===== src/rtl/bus_arbiter.sv =====
// Two-master, one-slave round-robin bus arbiter for the CPU memory bus.
// Grants last a whole strobe/ack transaction; a watchdog terminates unacknowledged strobes.
module bus_arbiter #(
    parameter int unsigned TIMEOUT = 64
) (
    input  logic        clk,
    input  logic        rst_ni,
    input  logic        m0_stb_i,
    input  logic        m0_we_i,
    input  logic [31:0] m0_adr_i,
    input  logic [31:0] m0_dat_i,
    input  logic [3:0]  m0_sel_i,
    output logic [31:0] m0_dat_o,
    output logic        m0_ack_o,
    output logic        m0_err_o,
    input  logic        m1_stb_i,
    input  logic        m1_we_i,
    input  logic [31:0] m1_adr_i,
    input  logic [31:0] m1_dat_i,
    input  logic [3:0]  m1_sel_i,
    output logic [31:0] m1_dat_o,
    output logic        m1_ack_o,
    output logic        m1_err_o,
    output logic        s_stb_o,
    output logic        s_we_o,
    output logic [31:0] s_adr_o,
    output logic [31:0] s_dat_o,
    output logic [3:0]  s_sel_o,
    input  logic [31:0] s_dat_i,
    input  logic        s_ack_i,
    output logic [1:0]  grant_o
);

    localparam logic       WdEn     = (TIMEOUT != 0);
    localparam logic [7:0] WdLimit  = 8'(TIMEOUT);

    typedef enum logic [1:0] {StIdle, StGrant0, StGrant1, StErr} state_e;

    state_e      state_q;
    logic [1:0]  grant_q;
    logic        last_q;   // 0: m0 was granted last, 1: m1
    logic        owner_q;  // owner of the terminated transaction while in StErr
    logic [7:0]  cnt_q;
    logic        own_stb;

    assign own_stb = (state_q == StGrant1) ? m1_stb_i :
                     (state_q == StGrant0) ? m0_stb_i :
                     (owner_q ? m1_stb_i : m0_stb_i);
    assign grant_o = grant_q;

    always_ff @(posedge clk or negedge rst_ni) begin
        if (!rst_ni) begin
            state_q <= StIdle;
            grant_q <= 2'b00;
            last_q  <= 1'b1;
            owner_q <= 1'b0;
            cnt_q   <= 8'd0;
        end else begin
            unique case (state_q)
                StIdle: begin
                    cnt_q <= 8'd0;
                    if (m0_stb_i && (!m1_stb_i || last_q)) begin
                        state_q <= StGrant0;
                        grant_q <= 2'b01;
                    end else if (m1_stb_i) begin
                        state_q <= StGrant1;
                        grant_q <= 2'b10;
                    end
                end
                StGrant0, StGrant1: begin
                    if (!own_stb && !s_ack_i) begin
                        state_q <= StIdle;
                        grant_q <= 2'b00;
                        last_q  <= (state_q == StGrant1);
                        cnt_q   <= 8'd0;
                    end else if (s_ack_i) begin
                        // Ack beats a simultaneous watchdog expiry.
                        cnt_q <= 8'd0;
                    end else if (WdEn && cnt_q == WdLimit) begin
                        state_q <= StErr;
                        owner_q <= (state_q == StGrant1);
                        cnt_q   <= 8'd0;
                    end else begin
                        cnt_q <= cnt_q + 8'd1;
                    end
                end
                StErr: begin
                    if (!own_stb) begin
                        state_q <= StIdle;
                        grant_q <= 2'b00;
                        last_q  <= owner_q;
                    end
                end
                default: state_q <= StIdle;
            endcase
        end
    end

    always_comb begin
        s_stb_o  = 1'b0;
        s_we_o   = 1'b0;
        s_adr_o  = 32'd0;
        s_dat_o  = 32'd0;
        s_sel_o  = 4'd0;
        m0_dat_o = 32'd0;
        m0_ack_o = 1'b0;
        m0_err_o = 1'b0;
        m1_dat_o = 32'd0;
        m1_ack_o = 1'b0;
        m1_err_o = 1'b0;
        unique case (state_q)
            StGrant0: begin
                s_stb_o  = m0_stb_i;
                s_we_o   = m0_we_i;
                s_adr_o  = m0_adr_i;
                s_dat_o  = m0_dat_i;
                s_sel_o  = m0_sel_i;
                m0_dat_o = s_dat_i;
                m0_ack_o = s_ack_i;
            end
            StGrant1: begin
                s_stb_o  = m1_stb_i;
                s_we_o   = m1_we_i;
                s_adr_o  = m1_adr_i;
                s_dat_o  = m1_dat_i;
                s_sel_o  = m1_sel_i;
                m1_dat_o = s_dat_i;
                m1_ack_o = s_ack_i;
            end
            StErr: begin
                m0_ack_o = !owner_q;
                m0_err_o = !owner_q;
                m1_ack_o = owner_q;
                m1_err_o = owner_q;
            end
            default: ;
        endcase
    end

endmodule


===== config.mk =====
export PLATFORM = sky130hd
export DESIGN_NAME = bus_arbiter
export DESIGN_NICKNAME = d
export VERILOG_FILES = /design/src/rtl/bus_arbiter.sv
export SDC_FILE = /design/constraint.sdc
export NUM_CORES = 1
export LEC_CHECK = 0
export BUFFER_PORTS_ARGS = -buffer_cell sky130_fd_sc_hd__clkbuf_2
export CORE_AREA = 5 5 119 121
export CTS_CLUSTER_DIAMETER = 150
export DETAILED_ROUTE_END_ITERATION = 10
export DIE_AREA = 0 0 124 126
export SYNTH_ARGS = -nofsm -noshare
export SYNTH_HDL_FRONTEND = slang
export SYNTH_SLANG_ARGS = --single-unit

===== constraint.sdc =====
create_clock -name clk -period 2.8 [get_ports clk]
set_clock_uncertainty 0.15 [all_clocks]
set_input_delay 0.14 -clock clk [delete_from_list [all_inputs] [get_ports clk]]
set_output_delay 0.14 -clock clk [all_outputs]
set_load 0.01 [all_outputs]

-- Yosys cells after proc, flatten, opt, wreduce, memory -nomap -nowiden
Index checks and enable logic that the tools add are counted.
- register bits: 14
- bits of input ports: 175
- output and inout bits: 140
- logic and storage cells: 62
- $add $sub $neg: 1
- eq/ne operators: 9
- multiplexer cells: 30
- bitwise operators: 2
- reductions and logical operators: 15
- operator list (operator ; number):
    32-bit case mux with 2 select lines ; 2
    32-bit two-way mux ; 2
    8-bit two-way mux ; 3
    8-bit case mux with 2 select lines ; 1
    2-bit two-way mux ; 7
    2-bit case mux with 3 select lines ; 2
    1-bit case mux with 2 select lines ; 5
    3-bit != test (second input constant) ; 3
    8-bit by 1-bit adder with 8-bit output (second input constant) ; 1
    8-bit by 7-bit equality test with 1-bit output (second input constant) ; 1
    4-bit case mux with 2 select lines ; 1
    4-bit AND reduction ; 2
    1-bit two-way mux ; 7
    3-bit AND reduction ; 2
    2-bit equality test (second input constant) ; 2
    1-bit zero test ; 4
    2-bit != test (second input constant) ; 2
    2-bit nonzero test ; 2
    2-bit by 1-bit equality test with 1-bit output (second input constant) ; 1
    1-bit logical AND ; 2
    2-bit zero test ; 1
    1-bit NOT ; 2
    2-bit OR reduction ; 1
    1-bit logical OR ; 1

-- Longest topological paths before layout
- depth after elaboration: 7
- gate-level depth with buffers: 7
- gate-level depth less buffers: 7

-- Least setup slack after synthesis
Ideal clock, no wire load.
- kind: register to register
- start: reg state_q[0]
- end: reg state_q[0]
- library setup time: 0.125 ns
- arrival: 2.045 ns
- required time: 2.525 ns
- slack: 0.480 ns
- stages on the path, launching flop included: 8
- path buffers: 1
- period minus slack after synthesis: 2.320 ns
- path through: dfrtp_1 inv_1 ha_1 buf_6 or4_4 and3_4 a221oi_4 mux2_2
- longest elaborated chain between the ends: 7
- elaborated cells on any way between the ends: 16
- those cells by class: eq/ne (7); mux (4); reduce/logical (5)
- RTL lines (element ; line ; RTL):
    start, declared ; 39 ; state_e state_q;
    start signal, assigned ; 53 ; state_q <= StIdle;
    start signal, assigned ; 63 ; state_q <= StGrant0;
    start signal, assigned ; 66 ; state_q <= StGrant1;
    2-bit by 1-bit equality test with 1-bit output ; 47, 59 ;
    1-bit two-way mux ; 47 ; (state_q == StGrant0) ? m0_stb_i :
    1-bit two-way mux ; 46 ; assign own_stb = (state_q == StGrant1) ? m1_stb_i :
    1-bit zero test ; - ;
    1-bit logical AND ; 71 ; if (!own_stb && !s_ack_i) begin
    3-bit != test (no line) / 2-bit two-way mux (equally long branches) ; - ;
    4-bit AND reduction (no line) / 2-bit case mux with 3 select lines (equally long branches) ; - ;
Several ways; a longest one is shown, not always the timed one.
A chain may end at the register's enable or synchronous reset.

-- Final worst setup path
- start: reg state_q[0]
- end: out s_sel_o[3]
- longest elaborated chain between the ends: 2
- elaborated cells on any way between the ends: 3
- those cells by class: eq/ne (2); mux (1)
- RTL lines (element ; line ; RTL):
    2-bit equality test / 2-bit by 1-bit equality test with 1-bit output (equally long branches) ; 111 ; unique case (state_q)
    4-bit case mux with 2 select lines (*) ; 111 ;
    end, declared ; 28 ; output logic [3:0] s_sel_o,
Every way passes the cells marked *; elsewhere a longest branch is shown, timed or not.

==> summary.txt <==
Syn Area/Cell: 7.27 µm²
Vias per inst: 4.42
Register area: 352 µm²
Final antenna-violating net count: 0
Yosys top cell area share: 22.2%
PD cells: 1010 nW/µm²
Most frequent cells in the layout: 314 x clkbuf_2, 72 x nor2b_1, 70 x a22oi_1
CTS Buf Count: 3
Final WS setup: 0.262 ns
Pleak: 2.28 nW
Worst r2r dst: state_q[0]
Outcome: complete, no violations
Beginning of the worst register-to-register path: state_q[0]
Max-cap violations: 0
Final cycle utilization of the critical path: 90.6%
Commonest non-fill, non-tap cell in the layout: clkbuf_2
CP Capture Type: output pin
DR vias: 3506
P&R area growth vs syn: 77.7%
CP max stage cell: buf_4
Grt ovf: 0
Worst skew pair latency: 0.24 ns
TNS Setup: 0 ns
Die Ht: 126 µm
Synth Cell Area: 2370 µm²
Inserted Diodes: 0
Fin. max-slew vios: 0
Maximum level of the CTS H-tree: 1
Postcts setup bufs: 0
Crit path depth: 6
Least-Margin Pin Slew: 0.721 ns
CTS root buf: clkbuf_16
Clk pin slew, worst setup/hold paths: 0.05 ns
Reg2reg path depth: 6
CTS tree: built
IO Port Bufs: 314
Switching share of total power: 50.8%
Worst Path Class, Setup: reg -> out
Number of DRC markers in iteration 0: 181
Worst Setup Start Kind: flop
R2R setup slack: 0.44 ns
Drt total wl: 12.3 mm
Post-route DRC violation count: 0
Clock share of power: 7.1%
Sw power: 0.00215 W
CP delay by family, top: buffers and inverters
Hold Violations, Final: 0
CP required: 2.51 ns
Share of cells above drive strength 1: 54.5%
Final setup violation count: 0
RSZ-0062 raised after global routing: false
Crit-path cells: inv_1, ha_4, buf_4, a22oi_1, nor2b_1, clkbuf_2
Seq pwr share: 6.9%
Core Box Area: 13000 µm²
Yosys cell types: 35
Clock buffer depth: 2
I/O pins: 315
Die area: 15600 µm²
Pre-CTS WS: 0.434 ns
Post-synthesis sequential area ratio: 14.8%
Initial Utilization: 18.2%
Placer Congestion: 0.836
Largest stage delay on the critical path: 0.53 ns
Post-synth top area cell: a22oi_1
Synth top area cells: a22oi_1 22%, nor2b_1 19%, and2_1 17%
Max-Slew Margin vs Limit: 51.9%
Worst-path maximum fanout: 74
Vias in the first global route: 3462
Synthesis warning total: 0
HP Class: in -> async
Mapped Nets: 507
DR WL/cell: 15.5 µm
CTS sink cnt: 14
Min Tclk post-route: 2.54 ns
Combinational share of power: 86.0%
Count of state elements after synthesis: 14
Max VDD drop: 0.000507 V
CP Buf/Inv Count: 3
First-pass GRT wire length: 17.6 mm
Area of the multi-input gates: 1880 µm²
Fmax: 394 MHz
Initial antenna violation count: 0
Syn Inst Count: 326
Internal power: 0.00208 W
DR pass1 iterations: 5
Die Width: 124 µm
Total track usage: 14.0%
DPL Wire Length: 10.2 mm
Filler Cell Count: 1388
# rows: 42
Largest net degree at the start of global routing: 104
# nets final: 800
Critical path arrival: 2.25 ns
through the flow:
stage          instance area, µm²  power (W)  util (%)  hold slack [ns]  cells
6_report                     4210    0.00424      32.4            0.190    794
5_1_grt                      4210    0.00463      32.4            0.249    794
4_1_cts                      4210    0.00431      32.4            0.200    794
3_5_place_dp                 4110    0.00399      31.7          -0.0797    789
3_3_place_gp                 4110    0.00400      31.7          -0.0803    789
2_1_floorplan                2370    0.00262         -           -0.306    326
worst reg2reg max path: cells and delay by family (launching register included):
kind | cells | cell delay (ns)
fa+ha+maj | 1 | 0.18
simple gates | 2 | 0.74
compound gates | 1 | 0.25
mux | 1 | 0.37
buf+inv | 1 | 0.12
flops | 1 | 0.44
power by group through the flow:
stage               Combinational [W]  Sequential, W  Clock (W)
detailed placement            0.00369       0.000295          0
CTS                           0.00371       0.000293   0.000309
global route                  0.00401       0.000296   0.000316
global placement              0.00371       0.000292          0
floorplan                     0.00233       0.000285          0
finish                        0.00364       0.000292   0.000303
cells in the mapped netlist:
library cell  count
nand2_1          10
dfrtp_1          13
nor2b_1          72
a221oi_4          1
buf_1             3
nand4_1           2
or4_4             1
a211o_1           1
a31oi_1           1
inv_1             9
buf_6             1
o21ai_0           2
a41oi_1           1
and2_1           65
o211ai_1          1
clkbuf_1         28
nor4bb_1          2
a22oi_1          70
and3_4            1
and3_1            1
mux2_2            6
a21o_1            1
o22ai_1           1
o31ai_1           1
o2bb2ai_1         1
a22o_1            1
ha_1              6
nor2_1           11
nand3_1           2
or2_2             1
nor3_1            2
a21oi_1           1
xnor2_1           1
dfstp_2           1
xor2_1            5
flip-flops by register name, indices dropped and copies added, names as in the netlist:
signal / count
cnt_q: 8
grant_o: 2
last_q: 1
owner_q: 1
state_q: 2
kinds of logic (layout without fill, tap and decap cells):
| logic type | after synthesis | in the layout | share of synthesized area, % |
|---|---|---|---|
| AOI/OAI and AO/OA | 83 | 83 | 26.9 |
| xor gates and xnor gates | 6 | 6 | 2.22 |
| adders and majority gates | 6 | 6 | 3.17 |
| buffers and inverters | 41 | 333 | 6.81 |
| DFF | 14 | 14 | 14.8 |
| muxes | 6 | 6 | 2.85 |
| and+or+nand+nor | 170 | 170 | 43.2 |
worst max path at each step:
stage / from / end / slack [ns]
after global routing: state_q[0] / s_adr_o[23] / 0.12
final: state_q[0] / s_sel_o[3] / 0.26
after global placement: state_q[0] / state_q[1] / 0.47
after floorplan: state_q[0] / state_q[0] / 0.48
after CTS: state_q[0] / s_dat_o[29] / 0.23
after detailed placement: state_q[0] / grant_o[0] / 0.43
cell type report:
| type | count | area share, % |
|---|---|---|
| clock buffer | 4 | 2.11 |
| multi-input combinational | 271 | 44.7 |
| tap | 176 | 5.23 |
| sequential | 14 | 8.35 |
| inverter | 9 | 0.803 |
| timing repair buffer | 320 | 38.8 |
what timing repair did:
action / in CTS / in global routing
hold buffers: 1 / 0
endpoints found under the setup margin: 0 / 0
gates resized for setup: 0 / 0
endpoints found under the hold margin: 14 / 0
per-layer routing:
layer / track usage [%] / part of all wire, % / vias up
met5: 0 / 0 / -
met4: 2.71 / 1.5 / 0
met3: 2.65 / 9.9 / 16
met2: 25.0 / 49 / 214
met1: 17.2 / 40 / 1566
li1: - / - / 1710
Note: power is estimated with default switching activity, not from simulation.
